File: config.mk
export PLATFORM = sky130hd
export DESIGN_NAME = mem_access
export DESIGN_NICKNAME = d
export VERILOG_FILES = /design/src/rtl/mem_access.sv
export SDC_FILE = /design/constraint.sdc
export NUM_CORES = 1
export LEC_CHECK = 0
export CAP_MARGIN = 20
export CORE_MARGIN = 2
export CORE_UTILIZATION = 43
export DETAILED_ROUTE_END_ITERATION = 16
export GPL_ROUTABILITY_DRIVEN = 0
export GPL_TIMING_DRIVEN = 1
export PLACE_DENSITY = 0.69
export SLEW_MARGIN = 20
export SYNTH_ARGS = -nofsm -noshare
export SYNTH_HDL_FRONTEND = slang
export SYNTH_SLANG_ARGS = --single-unit
File: constraint.sdc
create_clock -name clk -period 3.1 [get_ports clk]
set_clock_uncertainty 0.1 [all_clocks]
set_input_delay 0.465 -clock clk [delete_from_list [all_inputs] [get_ports clk]]
set_output_delay 0.465 -clock clk [all_outputs]
set_load 0.03 [all_outputs]
File: src/rtl/mem_access.sv
// mem_access: RISC-V memory-access stage; performs loads/stores as byte transfers to the memory controller.
// Optional build macro MEM_MISALIGN_CHECK_EN rejects misaligned halfword/word ops with a misalign_o pulse.
module mem_access (
    input  logic        clk,
    input  logic        rst,
    input  logic [7:0]  aluop_i,
    input  logic [31:0] addr_i,
    input  logic [31:0] wdata_i,
    input  logic [4:0]  wd_i,
    input  logic        wreg_i,
    output logic        mem_req_o,
    output logic        mem_we_o,
    output logic [31:0] mem_addr_o,
    output logic [7:0]  mem_dout_o,
    input  logic [7:0]  mem_din_i,
    input  logic        mem_ack_i,
    output logic        stall_req_o,
    output logic [4:0]  wd_o,
    output logic        wreg_o,
    output logic [31:0] wdata_o,
    output logic        misalign_o
);

    localparam logic [7:0] MEM_NOP = 8'h00;
    localparam logic [7:0] EX_LB   = 8'h20;
    localparam logic [7:0] EX_LH   = 8'h21;
    localparam logic [7:0] EX_LW   = 8'h22;
    localparam logic [7:0] EX_LBU  = 8'h24;
    localparam logic [7:0] EX_LHU  = 8'h25;
    localparam logic [7:0] EX_SB   = 8'h28;
    localparam logic [7:0] EX_SH   = 8'h29;
    localparam logic [7:0] EX_SW   = 8'h2B;

    typedef enum logic {
        ST_IDLE   = 1'b0,
        ST_ACCESS = 1'b1
    } state_t;

    state_t          r_state;
    state_t          w_state_next;

    logic [7:0]      r_op;
    logic [31:0]     r_addr;
    logic [3:0][7:0] r_data;
    logic [4:0]      r_wd;
    logic            r_wreg;
    logic [1:0]      r_cnt;
    logic [3:0][7:0] r_buf;

    logic [4:0]      r_out_wd;
    logic            r_out_wreg;
    logic [31:0]     r_out_wdata;

    logic            w_in_mem;
    logic            w_in_misalign;
    logic            w_op_store;
    logic [1:0]      w_last_idx;
    logic            w_last_ack;
    logic [3:0][7:0] w_buf_merged;
    logic [31:0]     w_load_result;

    always_comb begin
        w_in_mem = 1'b0;
        case (aluop_i)
            EX_LB, EX_LH, EX_LW, EX_LBU, EX_LHU,
            EX_SB, EX_SH, EX_SW: w_in_mem = 1'b1;
            default:             w_in_mem = 1'b0;
        endcase
    end

`ifdef MEM_MISALIGN_CHECK_EN
    always_comb begin
        w_in_misalign = 1'b0;
        case (aluop_i)
            EX_LH, EX_LHU, EX_SH: w_in_misalign = addr_i[0];
            EX_LW, EX_SW:         w_in_misalign = (addr_i[1:0] != 2'b00);
            default:              w_in_misalign = 1'b0;
        endcase
    end
`else
    assign w_in_misalign = 1'b0;
`endif

    // Decode of the latched op: index of the final byte and transfer direction.
    always_comb begin
        w_last_idx = 2'd0;
        w_op_store = 1'b0;
        case (r_op)
            EX_LH, EX_LHU: w_last_idx = 2'd1;
            EX_LW:         w_last_idx = 2'd3;
            EX_SB:         w_op_store = 1'b1;
            EX_SH: begin
                w_last_idx = 2'd1;
                w_op_store = 1'b1;
            end
            EX_SW: begin
                w_last_idx = 2'd3;
                w_op_store = 1'b1;
            end
            default: begin
                w_last_idx = 2'd0;
                w_op_store = 1'b0;
            end
        endcase
    end

    assign w_last_ack = (r_state == ST_ACCESS) && mem_ack_i && (r_cnt == w_last_idx);

    // The final byte arrives in the completion cycle, so merge it before extending.
    always_comb begin
        w_buf_merged        = r_buf;
        w_buf_merged[r_cnt] = mem_din_i;
    end

    always_comb begin
        w_load_result = 32'd0;
        case (r_op)
            EX_LB:   w_load_result = {{24{w_buf_merged[0][7]}}, w_buf_merged[0]};
            EX_LBU:  w_load_result = {24'd0, w_buf_merged[0]};
            EX_LH:   w_load_result = {{16{w_buf_merged[1][7]}}, w_buf_merged[1], w_buf_merged[0]};
            EX_LHU:  w_load_result = {16'd0, w_buf_merged[1], w_buf_merged[0]};
            EX_LW:   w_load_result = w_buf_merged;
            default: w_load_result = 32'd0;
        endcase
    end

    always_ff @(posedge clk or negedge rst) begin
        if (!rst) begin
            r_state <= ST_IDLE;
        end else begin
            r_state <= w_state_next;
        end
    end

    always_comb begin
        w_state_next = r_state;
        stall_req_o  = 1'b0;
        mem_req_o    = 1'b0;
        mem_we_o     = 1'b0;
        mem_addr_o   = 32'd0;
        mem_dout_o   = 8'd0;
        case (r_state)
            ST_IDLE: begin
                if (w_in_mem && !w_in_misalign) begin
                    stall_req_o  = 1'b1;
                    w_state_next = ST_ACCESS;
                end
            end
            ST_ACCESS: begin
                mem_req_o   = 1'b1;
                mem_we_o    = w_op_store;
                mem_addr_o  = r_addr + {30'd0, r_cnt};
                mem_dout_o  = r_data[r_cnt];
                // Released in the last-ack cycle so upstream advances on the completion edge.
                stall_req_o = ~w_last_ack;
                if (w_last_ack) begin
                    w_state_next = ST_IDLE;
                end
            end
            default: w_state_next = ST_IDLE;
        endcase
    end

`ifdef MEM_MISALIGN_CHECK_EN
    logic r_misalign;

    always_ff @(posedge clk or negedge rst) begin
        if (!rst) begin
            r_misalign <= 1'b0;
        end else begin
            r_misalign <= (r_state == ST_IDLE) && w_in_mem && w_in_misalign;
        end
    end

    assign misalign_o = r_misalign;
`else
    assign misalign_o = 1'b0;
`endif

    always_ff @(posedge clk or negedge rst) begin
        if (!rst) begin
            r_op        <= MEM_NOP;
            r_addr      <= 32'd0;
            r_data      <= '0;
            r_wd        <= 5'd0;
            r_wreg      <= 1'b0;
            r_cnt       <= 2'd0;
            r_buf       <= '0;
            r_out_wd    <= 5'd0;
            r_out_wreg  <= 1'b0;
            r_out_wdata <= 32'd0;
        end else begin
            case (r_state)
                ST_IDLE: begin
                    if (w_in_mem) begin
                        r_op        <= aluop_i;
                        r_addr      <= addr_i;
                        r_data      <= wdata_i;
                        r_wd        <= wd_i;
                        r_wreg      <= wreg_i;
                        r_cnt       <= 2'd0;
                        r_buf       <= '0;
                        r_out_wd    <= 5'd0;
                        r_out_wreg  <= 1'b0;
                        r_out_wdata <= 32'd0;
                    end else begin
                        r_out_wd    <= wd_i;
                        r_out_wreg  <= wreg_i;
                        r_out_wdata <= wdata_i;
                    end
                end
                ST_ACCESS: begin
                    if (mem_ack_i) begin
                        r_buf[r_cnt] <= mem_din_i;
                        r_cnt        <= r_cnt + 2'd1;
                    end
                    if (w_last_ack) begin
                        r_out_wd <= r_wd;
                        if (w_op_store) begin
                            r_out_wreg  <= 1'b0;
                            r_out_wdata <= 32'd0;
                        end else begin
                            r_out_wreg  <= r_wreg;
                            r_out_wdata <= w_load_result;
                        end
                    end
                end
                default: begin
                    r_cnt <= 2'd0;
                end
            endcase
        end
    end

    assign wd_o    = r_out_wd;
    assign wreg_o  = r_out_wreg;
    assign wdata_o = r_out_wdata;

endmodule

==> results of run 1 <==
==> power by group <==
| group | leakage, nW | switching, mW | internal, mW |
|---|---|---|---|
| Combinational | 2.40 | 2.35 | 2.21 |
| Clock | 0.282 | 0.862 | 1.27 |
| Sequential | 1.88 | 0.619 | 2.71 |
| Total | 4.57 | 3.83 | 6.19 |
==> worst max-delay path: cells and delay by family (launching register included) <==
family / cells / cell delay [ns]
flip-flops: 1 / 0.40
AO/OA/AOI/OAI: 1 / 0.16
AND/OR/NAND/NOR: 4 / 1.04
buffers and inverters: 1 / 0.14
adder cells (fa/ha/maj): 2 / 0.38
==> routing by layer <==
layer,global-route usage (%),vias up
met5,0,-
met4,7.47,0
met3,5.06,31
met2,37.5,201
met1,33.6,3247
li1,-,2880
==> placed cells by master, fill, tap and decap left out, drive strengths merged, types with 6 or more instances in the layout <==
master / netlist / final
nand2: 35 / 35
mux2i: 14 / 14
a21oi: 16 / 16
o2bb2ai: 26 / 26
o21ai: 15 / 15
nor3: 8 / 8
clkdlybuf4s50: 0 / 138
clkbuf: 35 / 17
dfrtp: 151 / 151
o211ai: 6 / 6
o311ai: 6 / 6
buf: 17 / 66
nand3: 18 / 18
a31o: 6 / 6
or3: 8 / 8
a22oi: 24 / 24
nor4: 10 / 10
nor2: 28 / 28
a22o: 28 / 28
mux2: 125 / 125
xor2: 6 / 6
ha: 6 / 6
mux4: 8 / 8
and2: 12 / 12
xnor2: 21 / 21
inv: 9 / 11
==> worst paths after layout <==
kind,cells after the start,end,slack [ns]
worst max-delay path,8,mem_addr_o[30],-0.002
worst min-delay path,1,r_op[5],0.37
worst max register to register,7,wd_o[4],0.33
worst min register to register,1,r_op[5],0.37
max in group asynchronous,3,r_op[3],1.59
min in group asynchronous,2,r_addr[9],0.48
==> cells by family (layout without fill, tap and decap cells) <==
group | Yosys count | count (layout)
compound gates | 135 | 135
xor+xnor | 27 | 27
fa+ha+maj | 7 | 7
buf+inv | 61 | 249
flops | 151 | 151
mux | 147 | 147
other cells | 1 | 1
simple gates | 151 | 151
==> metrics by stage <==
step	instance area, sq um	util, %	instances	worst slack, ns	total power, mW
finish	10900	58.6	1102	-0.00235	10.0
CTS	10800	58.0	1100	-0.00153	10.0
floorplan	8070	-	680	0.0989	6.14
global placement	10000	54.0	1061	0.303	7.62
global route	10900	58.6	1102	-0.102	10.5
detailed placement	10000	54.0	1061	0.244	7.74
==> flip-flops by register name (all words and copies together) (netlist names) <==
signal / count
r_addr: 32
r_buf: 32
r_data: 32
wdata_o: 32
r_op: 8
r_wd: 5
wd_o: 5
r_cnt: 2
r_state: 1
r_wreg: 1
wreg_o: 1
==> cell type report <==
class | count | area, sq um | share of cell area [%]
Multi-Input combinational cell | 468 | 4210 | 38.6
Sequential cell | 151 | 3780 | 34.7
Timing Repair Buffer | 208 | 1980 | 18.2
Clock buffer | 17 | 425 | 3.90
Tap cell | 234 | 293 | 2.69
Clock inverter | 15 | 178 | 1.63
Inverter | 9 | 33.8 | 0.310
==> timing repair <==
action | CTS | global route
gates resized for setup | 17 | 21
cloned | 0 | 0
hold endpoints to repair | 57 | 0
buffers inserted | 6 | 2
endpoints found under the setup margin | 16 | 15
pin swaps | 11 | 9
hold buffers | 1 | 0
==> impl_metrics.yaml, run 1 <==
clock_tree:
  cts_buffers: 17
  clk_latency_ns: 0.42
  cts_tree: "yes"
  cts_max_path_buffers: 2
  clock_sinks: 151
  cts_htree_levels: 4
  root_buffer: "clkbuf_16"
  clkTransAtPathRegs_ns: 0.06
floorplanning:
  die_h_um: 141
  num_rows: 50
  start_util_pct: 43.4
  core_area_sq_mm: 0.0186
  fp.dieW_um: 141
  ioPinCount: 171
  dieArea_sq_mm: 0.0199
synth:
  yosysUniqueCellTypes: 52
  synthXorXnorAreaFrac_pct: 2.93
  ys_seq_area_share_pct: 46.8
  synth_nets: 776
  synth-edff-count: 0
  synth.avg_cell_area_sq_um: 11.9
  yosysWarnings: 0
  synthSimpleGateAreaFrac_pct: 10.1
  synthCells: 680
  synthMuxAreaShare_pct: 22.8
  synthArstFlopShare_pct: 100
  synth_compound_area_share_pct: 12.8
  mappedNetlistArea_sq_mm: 0.00807
  ys.flop_type: "dfrtp_1"
  synth_top_area_share_pct: 46.8
  ys_ff_latch: 151
  yosys.area.top_type: "dfrtp_1"
  synth_top_family_by_area: "multiplexers"
  ys_top_cells_by_count: "dfrtp_1 (151), mux2_2 (95), clkbuf_1 (35), nand2_1 (35), mux2_4 (30)"
  yosysMostFrequentCell: "dfrtp_1"
  synth_area_leaders: "dfrtp_1 (47%), mux2_2 (13%), mux2_4 (5.6%)"
  synth-adder-area-share_pct: 1.18
drt:
  drt_iter0_markers: 518
  first_pass_iters: 4
  vias: 6359
  met3_length_mm: 1.28
  viasPerCell: 5.77
  wirelength_mm: 23.5
  wire_per_inst_um: 21.4
  highest_layer: "met4"
  drc: 0
  drt-met1-wl_mm: 10.6
  ant_nets: 0
  wl_met2_mm: 11.2
setup_path:
  crit_chain: "ha_4 > fa_2 > and4_4 > nand3_4 > nor3_4 > or3b_2 > a21oi_2 > buf_6"
  crit_path_start_kind: "flip-flop"
  required_ns: 2.53
  startpoint: "r_addr[0]"
  crit_path_end_kind: "output pin"
  arrival_ns: 2.54
  critPathKind: "reg -> out"
  critical_path.max_fanout: 3
  crit_path_top_delay_cell: "or3b_2"
  cpPeakStageDelay_ns: 0.48
  reg2reg_from: "r_op[7]"
run:
  drv_cap: 0
sta:
  setup_tns_ns: -0.00235
  fin_crit_sh_pct: 100
  max_slew_margin_pct: 54.6
  fmax_mhz: 322
  hold_ws_ns: 0.370
  final_hold_viol_count: 0
  final-setup-viol-count: 1
  tightestPinTransition_ns: 0.662
  rsz0062_at_grt: "yes"
  post-route-worst-setup-slack_ns: -0.00235
  finalCriticalPeriod_ns: 3.10
  drv_slew: 0
power_and_ir_drop:
  powerDensity_mw_per_mm2: 919
  vdd_drop_max_uv: 524
  power.leakage_nw: 4.57
global_route:
  antenna_found_initial: 0
  grt_max_degree: 68
  grt_pass1_wl_mm: 36.9
  grt_overflow: 0
  grt_pass1_vias: 6493
  grtUsageTotal_pct: 24.0
final_layout:
  antenna_cells: 0
  fillCellCount: 1472
  areaGrowthSynthToFinish_pct: 35.0
  drive_gt1_share_pct: 31.6
  final_nets: 951
place:
  io_buffers: 169
  hpwl_mm: 16.7
run_status:
  outcome: "finished, violations left"
  violations: "setup timing"
hold_path:
  hold_path.class: "reg -> reg"
  min_from: "r_op[5]"
Power figures use the tool's default switching activity.
==> inputs of run 2 (changes only) <==
--- a/config.mk
+++ b/config.mk
@@ -8,9 +8,11 @@
 export CAP_MARGIN = 20
 export CORE_MARGIN = 2
 export CORE_UTILIZATION = 43
+export CTS_CLUSTER_DIAMETER = 40
 export DETAILED_ROUTE_END_ITERATION = 16
 export GPL_ROUTABILITY_DRIVEN = 0
 export GPL_TIMING_DRIVEN = 1
+export HOLD_SLACK_MARGIN = 0.03
 export PLACE_DENSITY = 0.69
 export SLEW_MARGIN = 20
 export SYNTH_ARGS = -nofsm -noshare
==> results of run 2 <==
Final layout, timing and power as in run 1 (identical DEF).
